**config.mk**
```make
export PLATFORM = sky130hd
export DESIGN_NAME = adder_arbiter
export DESIGN_NICKNAME = d
export VERILOG_FILES = /design/src/rtl/alu_pkg.sv /design/src/rtl/adder.sv /design/src/rtl/rr_arbiter.sv /design/src/rtl/adder_arbiter.sv
export SDC_FILE = /design/constraint.sdc
export NUM_CORES = 1
export LEC_CHECK = 0
export CAP_MARGIN = 20
export CORE_AREA = 2 2 118 120
export DETAILED_ROUTE_END_ITERATION = 16
export DIE_AREA = 0 0 120 122
export GPL_TIMING_DRIVEN = 0
export PLACE_DENSITY = 0.74
export SYNTH_ARGS = -nofsm -noshare
export SYNTH_HDL_FRONTEND = slang
export SYNTH_SLANG_ARGS = --single-unit
```
**constraint.sdc**
```tcl
create_clock -name clk -period 7.1 [get_ports clk]
set_clock_uncertainty 0.2 [all_clocks]
set_input_delay 1.775 -clock clk [delete_from_list [all_inputs] [get_ports clk]]
set_output_delay 1.775 -clock clk [all_outputs]
set_load 0.02 [all_outputs]
```
**src/rtl/alu_pkg.sv**
```systemverilog
// ---------------------------------------------------------------------------
// alu_pkg
// Types and constants shared by the ALU adder datapath and its arbiter.
//   ALU_WIDTH     : operand width of the shared adder
//   ALU_ID_MAX_W  : widest requester ID the response struct can hold (8 reqs)
//   rsp_state_t   : occupancy of the registered response port
//   adder_rsp_t   : one adder result tagged with the producing requester
//   rr_next_ptr() : round-robin pointer that follows a given grant index
// ---------------------------------------------------------------------------
package alu_pkg;

   localparam int ALU_WIDTH    = 32;
   localparam int ALU_ID_MAX_W = 3;

   typedef enum logic {
      RSP_EMPTY = 1'b0,
      RSP_FULL  = 1'b1
   } rsp_state_t;

   typedef struct packed {
      logic [ALU_ID_MAX_W-1:0] id;
      logic [ALU_WIDTH-1:0]    sum;
      logic                    carry;
   } adder_rsp_t;

   // Priority moves to the requester just above the winner, wrapping at n-1.
   function automatic int unsigned rr_next_ptr(input int unsigned idx,
                                               input int unsigned n);
      return ((idx + 32'd1) >= n) ? 32'd0 : (idx + 32'd1);
   endfunction

endpackage

```
**src/rtl/adder.sv**
```systemverilog
// ---------------------------------------------------------------------------
// adder
// 32-bit carry-lookahead adder built from 4-bit lookahead groups.
//   a, b  : operands
//   c0    : carry-in
//   sum   : a + b + c0 modulo 2^32
//   carry : carry-out of the top bit
// ---------------------------------------------------------------------------
module adder
   import alu_pkg::*;
(
   input  logic [ALU_WIDTH-1:0] a,
   input  logic [ALU_WIDTH-1:0] b,
   input  logic                 c0,
   output logic [ALU_WIDTH-1:0] sum,
   output logic                 carry
);

   logic [ALU_WIDTH-1:0] w_p;
   logic [ALU_WIDTH-1:0] w_g;
   logic [ALU_WIDTH:0]   w_c;

   assign w_p = a ^ b;
   assign w_g = a & b;

   // Each 4-bit group derives its internal carries and its carry-out directly
   // from the group carry-in, so only the group carries chain.
   always_comb begin
      w_c    = '0;
      w_c[0] = c0;
      for (int k = 0; k < ALU_WIDTH / 4; k++) begin
         w_c[4*k+1] = w_g[4*k]
                    | (w_p[4*k] & w_c[4*k]);
         w_c[4*k+2] = w_g[4*k+1]
                    | (w_p[4*k+1] & w_g[4*k])
                    | (w_p[4*k+1] & w_p[4*k] & w_c[4*k]);
         w_c[4*k+3] = w_g[4*k+2]
                    | (w_p[4*k+2] & w_g[4*k+1])
                    | (w_p[4*k+2] & w_p[4*k+1] & w_g[4*k])
                    | (w_p[4*k+2] & w_p[4*k+1] & w_p[4*k] & w_c[4*k]);
         w_c[4*k+4] = w_g[4*k+3]
                    | (w_p[4*k+3] & w_g[4*k+2])
                    | (w_p[4*k+3] & w_p[4*k+2] & w_g[4*k+1])
                    | (w_p[4*k+3] & w_p[4*k+2] & w_p[4*k+1] & w_g[4*k])
                    | (w_p[4*k+3] & w_p[4*k+2] & w_p[4*k+1] & w_p[4*k] & w_c[4*k]);
      end
   end

   assign sum   = w_p ^ w_c[ALU_WIDTH-1:0];
   assign carry = w_c[ALU_WIDTH];

endmodule

```
**src/rtl/rr_arbiter.sv**
```systemverilog
// ---------------------------------------------------------------------------
// rr_arbiter
// Combinational round-robin grant selection.
//   req     : per-requester request bits
//   ptr     : requester with highest priority this cycle
//   en      : when low, nothing is granted
//   gnt     : one-hot grant (all zero when en is low or no request)
//   gnt_idx : index of the granted requester (0 when nothing granted)
// ---------------------------------------------------------------------------
module rr_arbiter #(
   parameter  int N_REQ = 4,
   localparam int ID_W  = $clog2(N_REQ)
) (
   input  logic [N_REQ-1:0] req,
   input  logic [ID_W-1:0]  ptr,
   input  logic             en,
   output logic [N_REQ-1:0] gnt,
   output logic [ID_W-1:0]  gnt_idx
);

   logic w_found;

   // First pass looks from ptr upward; the second pass covers the wrap from
   // 0 back up to ptr and only matters when the first found nothing.
   always_comb begin
      gnt     = '0;
      gnt_idx = '0;
      w_found = 1'b0;
      if (en) begin
         for (int i = 0; i < N_REQ; i++) begin
            if (!w_found && req[i] && (i >= int'(ptr))) begin
               w_found = 1'b1;
               gnt_idx = ID_W'(i);
            end
         end
         for (int i = 0; i < N_REQ; i++) begin
            if (!w_found && req[i]) begin
               w_found = 1'b1;
               gnt_idx = ID_W'(i);
            end
         end
         if (w_found) begin
            gnt[gnt_idx] = 1'b1;
         end
      end
   end

endmodule

```
**src/rtl/adder_arbiter.sv**
```systemverilog
// ---------------------------------------------------------------------------
// adder_arbiter
// Shares one carry-lookahead adder between N_REQ requesters. One request is
// granted per cycle in round-robin order and its result is returned through
// a single registered response slot.
//   clk, rst_n          : clock, asynchronous active-low reset
//   req_valid/req_ready : per-requester handshake, req_ready is one-hot
//   req_a, req_b        : packed operands, requester i at [i*WIDTH +: WIDTH]
//   req_sub             : subtract select (only with ADDER_ARB_SUB_EN)
//   rsp_valid/rsp_ready : response handshake
//   rsp_id              : requester that produced the result
//   rsp_sum, rsp_carry  : adder sum and carry-out (carry=1 means no borrow)
// Optional feature macro: ADDER_ARB_SUB_EN enables per-request subtraction.
// ---------------------------------------------------------------------------
module adder_arbiter
   import alu_pkg::*;
#(
   parameter  int N_REQ = 4,
   localparam int WIDTH = ALU_WIDTH,
   localparam int ID_W  = $clog2(N_REQ)
) (
   input  logic               clk,
   input  logic               rst_n,
   input  logic [N_REQ-1:0]   req_valid,
   output logic [N_REQ-1:0]   req_ready,
   input  logic [N_REQ*WIDTH-1:0] req_a,
   input  logic [N_REQ*WIDTH-1:0] req_b,
`ifdef ADDER_ARB_SUB_EN
   input  logic [N_REQ-1:0]   req_sub,
`endif
   output logic               rsp_valid,
   input  logic               rsp_ready,
   output logic [ID_W-1:0]    rsp_id,
   output logic [WIDTH-1:0]   rsp_sum,
   output logic               rsp_carry
);

   rsp_state_t       r_state;
   rsp_state_t       w_state_next;
   adder_rsp_t       r_rsp;
   logic [ID_W-1:0]  r_ptr;
   logic             r_run;
   logic             w_can_accept;
   logic             w_accept;
   logic [N_REQ-1:0] w_gnt;
   logic [ID_W-1:0]  w_gnt_idx;
   logic [WIDTH-1:0] w_op_a;
   logic [WIDTH-1:0] w_op_b;
   logic [WIDTH-1:0] w_adder_b;
   logic             w_c0;
   logic [WIDTH-1:0] w_sum;
   logic             w_carry;
   logic             w_unused_id_bits;

   // The slot can take a new result when it is empty or being drained now.
   // r_run keeps grants off until the first edge after reset is released.
   assign w_can_accept = (r_state == RSP_EMPTY) || rsp_ready;
   assign w_accept     = |w_gnt;
   assign req_ready    = w_gnt;

   rr_arbiter #(.N_REQ(N_REQ)) u_rr_arbiter (
      .req     (req_valid),
      .ptr     (r_ptr),
      .en      (r_run && w_can_accept),
      .gnt     (w_gnt),
      .gnt_idx (w_gnt_idx)
   );

   // One-hot AND-OR mux of the winning operands into the shared adder.
   always_comb begin
      w_op_a = '0;
      w_op_b = '0;
      for (int i = 0; i < N_REQ; i++) begin
         if (w_gnt[i]) begin
            w_op_a = w_op_a | req_a[i*WIDTH +: WIDTH];
            w_op_b = w_op_b | req_b[i*WIDTH +: WIDTH];
         end
      end
   end

   // Subtraction is a + ~b + 1, so the carry-out reads as "no borrow".
`ifdef ADDER_ARB_SUB_EN
   assign w_c0      = |(w_gnt & req_sub);
   assign w_adder_b = w_c0 ? ~w_op_b : w_op_b;
`else
   assign w_c0      = 1'b0;
   assign w_adder_b = w_op_b;
`endif

   adder u_adder (
      .a     (w_op_a),
      .b     (w_adder_b),
      .c0    (w_c0),
      .sum   (w_sum),
      .carry (w_carry)
   );

   // Response slot occupancy: a new accept always wins over a drain so that
   // back-to-back results leave no empty cycle.
   always_comb begin
      w_state_next = r_state;
      case (r_state)
         RSP_EMPTY: begin
            if (w_accept) w_state_next = RSP_FULL;
         end
         RSP_FULL: begin
            if (w_accept)       w_state_next = RSP_FULL;
            else if (rsp_ready) w_state_next = RSP_EMPTY;
         end
      endcase
   end

   // State, pointer and response payload; the payload only changes on an
   // accept, which keeps it stable while the consumer stalls.
   always_ff @(posedge clk or negedge rst_n) begin
      if (!rst_n) begin
         r_state <= RSP_EMPTY;
         r_ptr   <= '0;
         r_run   <= 1'b0;
         r_rsp   <= '0;
      end else begin
         r_state <= w_state_next;
         r_run   <= 1'b1;
         if (w_accept) begin
            r_ptr <= ID_W'(rr_next_ptr(32'(w_gnt_idx), N_REQ));
            r_rsp <= '{id: ALU_ID_MAX_W'(w_gnt_idx), sum: w_sum, carry: w_carry};
         end
      end
   end

   assign rsp_valid        = (r_state == RSP_FULL);
   assign rsp_id           = r_rsp.id[ID_W-1:0];
   assign rsp_sum          = r_rsp.sum;
   assign rsp_carry        = r_rsp.carry;
   assign w_unused_id_bits = ^r_rsp.id;

endmodule

```
==> key figures <==
Layout
  – Layout cells sized above 1: 0.0498
  – Diode count: 0
  – Layout fillers: 1,250
  – FF/Latch Area: 976 um^2
  – Final nets: 1,146
  – Multi-input logic area: 3100 um^2
  – Area delta synth->final: 80.1%

Detailed routing
  – Routed len/inst: 19.8 um
  – Vias per inst: 5.51
  – Top routing layer in use: met4
  – Initial DRC count: 378
  – Drt pass-1 iters: 5
  – Wire length on met3: 1.38 mm
  – Post-Route WL: 20.3 mm
  – DR WL met2: 10.4 mm
  – DRC: 0
  – Via count: 5,638
  – Met1 Wirelength: 8.07 mm
  – Post-route ant nets: 0

Place
  – Final HPWL DP: 16.4 mm
  – Final GP Congestion: 0.883
  – Placement Setup Slack: -0.452 ns
  – Port Buf Inserts: 302

Timing
  – Setup violations, final: 0
  – Slew @ Worst Pin: 0.669 ns
  – RSZ-0062 raised after global routing: false
  – Min Tclk post-route: 6.83 ns
  – Fin. max-slew vios: 0
  – Final Hold Vio Count: 0
  – Slew margin rel.: 0.554
  – Setup WS post-layout: 0.273 ns
  – Hold_ws: 0.272 ns
  – Final period utilization: 0.962
  – Fmax: 146 MHz

Setup path
  – Critical Path, Cell by Cell: clkdlybuf4s50_1 -> nand2_1 -> a21boi_1 -> o22ai_1 -> nor3_2 -> and2_1 -> buf_2 -> buf_2 -> buf_2 -> a22oi_1 -> nand2_1 -> ha_1 -> a211oi_1 -> o21bai_2 -> o2111ai_2 -> and2_1 -> o31ai_4 -> a31oi_1 -> o21ba_1 -> fa_1 -> xor2_1 -> o21ai_0
  – CP max FO: 10
  – WP data required: 7.10 ns
  – Critical path's top delay family: compound AO/OA/AOI/OAI gates
  – Startpoint types: input port
  – Crit Path Class: input port to register
  – CP endpoint kind: register
  – CP peak stage delay: 0.50 ns
  – WP data arrival: 6.83 ns
  – Slowest-stage cell, CP: clkdlybuf4s50_1
  – Buf/Inv on CP: 4
  – Critical path's most frequent cell: buf_2

Yosys
  – Yosys warning count: 0
  – FFs w/ async S/R, synth: 1.00
  – FF+latch count, synth: 39
  – Post-synthesis average cell area: 8.06 um^2
  – Mapped Nets: 836
  – Synthesized instance count: 533
  – Synth Flop Type: dfrtp_1
  – Post-synth EDFFs: 0
  – Library cells used by synthesis: 53
  – Post-Synthesis Cell Area: 4300 um^2
  – Sequential fraction of the synthesis area: 0.227

Job
  – Max_cap viols: 0

Die
  – Die Wd: 120 um
  – Row count: 43
  – Die Y: 122 um
  – CORE AREA: 13,500 um^2
  – Ports: 303
  – Die area: 14,600 um^2
  – Initial core utilization: 0.318

CTS
  – CTS buffer count: 5
  – Worst-Skew Late Latency: 0.28 ns
  – CTS H-tree depth: 2
  – Root Buffer: clkbuf_16
  – Post-CTS Setup Bufs: 0
  – Deepest clock path buffer count: 2
  – CTS clk-pin slew, worst paths: 0.06 ns
  – CTS sink cnt: 39
  – CTS tree: done
  – Post-cts hold buffer count: 0

Global routing
  – Global-route wire length before repair: 29.6 mm
  – Total Routing Usage GR: 0.262
  – Vias in the first global route: 5,625
  – Congestion Overflow GR: 0
  – Largest net degree at the start of global routing: 23
  – Initial antenna violation count: 0

Worst hold path
  – Hold WC Path Type: register to register

Status
  – Status: finished clean

Pwr
  – P per Cell Area: 226 nW/um^2
  – Static leakage: 3.25 nW
  – Worst VDD drop: 0.000100 V
worst min-delay path: stages, from the launching register on:
cell and delay (ns):
dfrtp_1 0.34, nand2_1 0.05, o31ai_1 0.05
power breakdown:
part	switching, W	total [W]	internal (W)	leakage, nW
sequential	0.0000582	0.000379	0.000321	0.497
combinational	0.000592	0.00114	0.000550	2.69
clock	0.0000958	0.000225	0.000130	0.0658
kinds of logic after synthesis:
group                      count (synthesis)  share of synthesized area
AOI/OAI and AO/OA                        241                      0.406
and+or+nand+nor                          139                      0.140
xor gates and xnor gates                  18                     0.0367
buffers and inverters                     54                     0.0568
muxes                                      1                    0.00262
DFF                                       39                      0.227
other                                      1                   0.000873
adders and majority gates                 40                      0.130
Yosys cell counts (all sizes together), types with 7 or more instances:
library cell,instances,share of area
inv,15,0.013
dfrtp,39,0.23
buf,22,0.029
clkbuf,17,0.015
a21o,7,0.012
xnor2,8,0.016
o21ai,37,0.044
a22o,14,0.029
nor2,12,0.011
a221oi,14,0.029
ha,32,0.093
nand2,101,0.088
a21oi,22,0.026
a22oi,101,0.18
fa,8,0.037
a221o,14,0.033
xor2,10,0.020
flip-flops by register name, indices dropped and copies added, names as in the netlist:
signal,flops
rsp_id,2
rsp_valid,1
r_ptr,2
rsp_sum,32
rsp_carry,1
r_run,1
cell usage in the layout (no fill, tap or decap), drive strengths merged, types with 4 or more instances in the layout:
cell type / netlist / layout
and2: 6 / 6
a22o: 14 / 14
nand3: 5 / 5
o21ai: 37 / 37
fa: 8 / 8
o31ai: 4 / 4
nand2: 101 / 101
a21oi: 22 / 22
xor2: 10 / 10
clkbuf: 17 / 24
a221oi: 14 / 14
a221o: 14 / 14
dfrtp: 39 / 39
a211oi: 5 / 5
a21o: 7 / 7
nor2: 12 / 12
a22oi: 101 / 101
inv: 15 / 15
ha: 32 / 32
xnor2: 8 / 8
buf: 22 / 22
clkdlybuf4s50: 0 / 301
worst paths after layout:
kind	from	to	slack [ns]	cells past startpoint
max in group asynchronous	rst_n	rsp_sum[20]	4.98	2
hold reg to reg	rsp_sum[3]	rsp_sum[3]	0.27	2
setup reg to reg	r_ptr[1]	rsp_sum[25]	1.79	22
setup / recovery	req_valid[0]	rsp_sum[25]	0.27	22
hold / removal	rsp_sum[3]	rsp_sum[3]	0.27	2
min in group asynchronous	rst_n	rsp_sum[0]	1.24	1
per-layer routing:
layer  vias up  global-route usage
li1       2669                   -
met1      2690               0.300
met2       253               0.498
met3        26              0.0407
met4         0              0.0779
met5         -                   0
per-stage QoR:
step	std cells	setup TNS (ns)	total power [W]	instance area, um^2	util
6_report	1024	0	0.00175	7740	0.573
4_1_cts	1024	0	0.00175	7720	0.572
2_1_floorplan	533	0	0.000988	4300	-
5_1_grt	1024	0	0.00186	7740	0.573
3_5_place_dp	1016	-1.40	0.00152	7570	0.560
3_3_place_gp	1015	-0.615	0.00149	7540	0.559
final cells by class:
type                    count  share of cell area
inverters                  15             0.00727
multi-input cells         440               0.401
well taps                 180              0.0291
clock inverters             3             0.00259
repair buffers            303               0.393
flip-flops and latches     39               0.126
plain buffers              39              0.0247
clock buffers               5              0.0162
what timing repair did:
item                                    4_1_cts  5_1_grt
resized for setup                             3        4
endpoints found under the setup margin        2        6
pin swaps                                     0        1
Note: power is estimated with default switching activity, not from simulation.
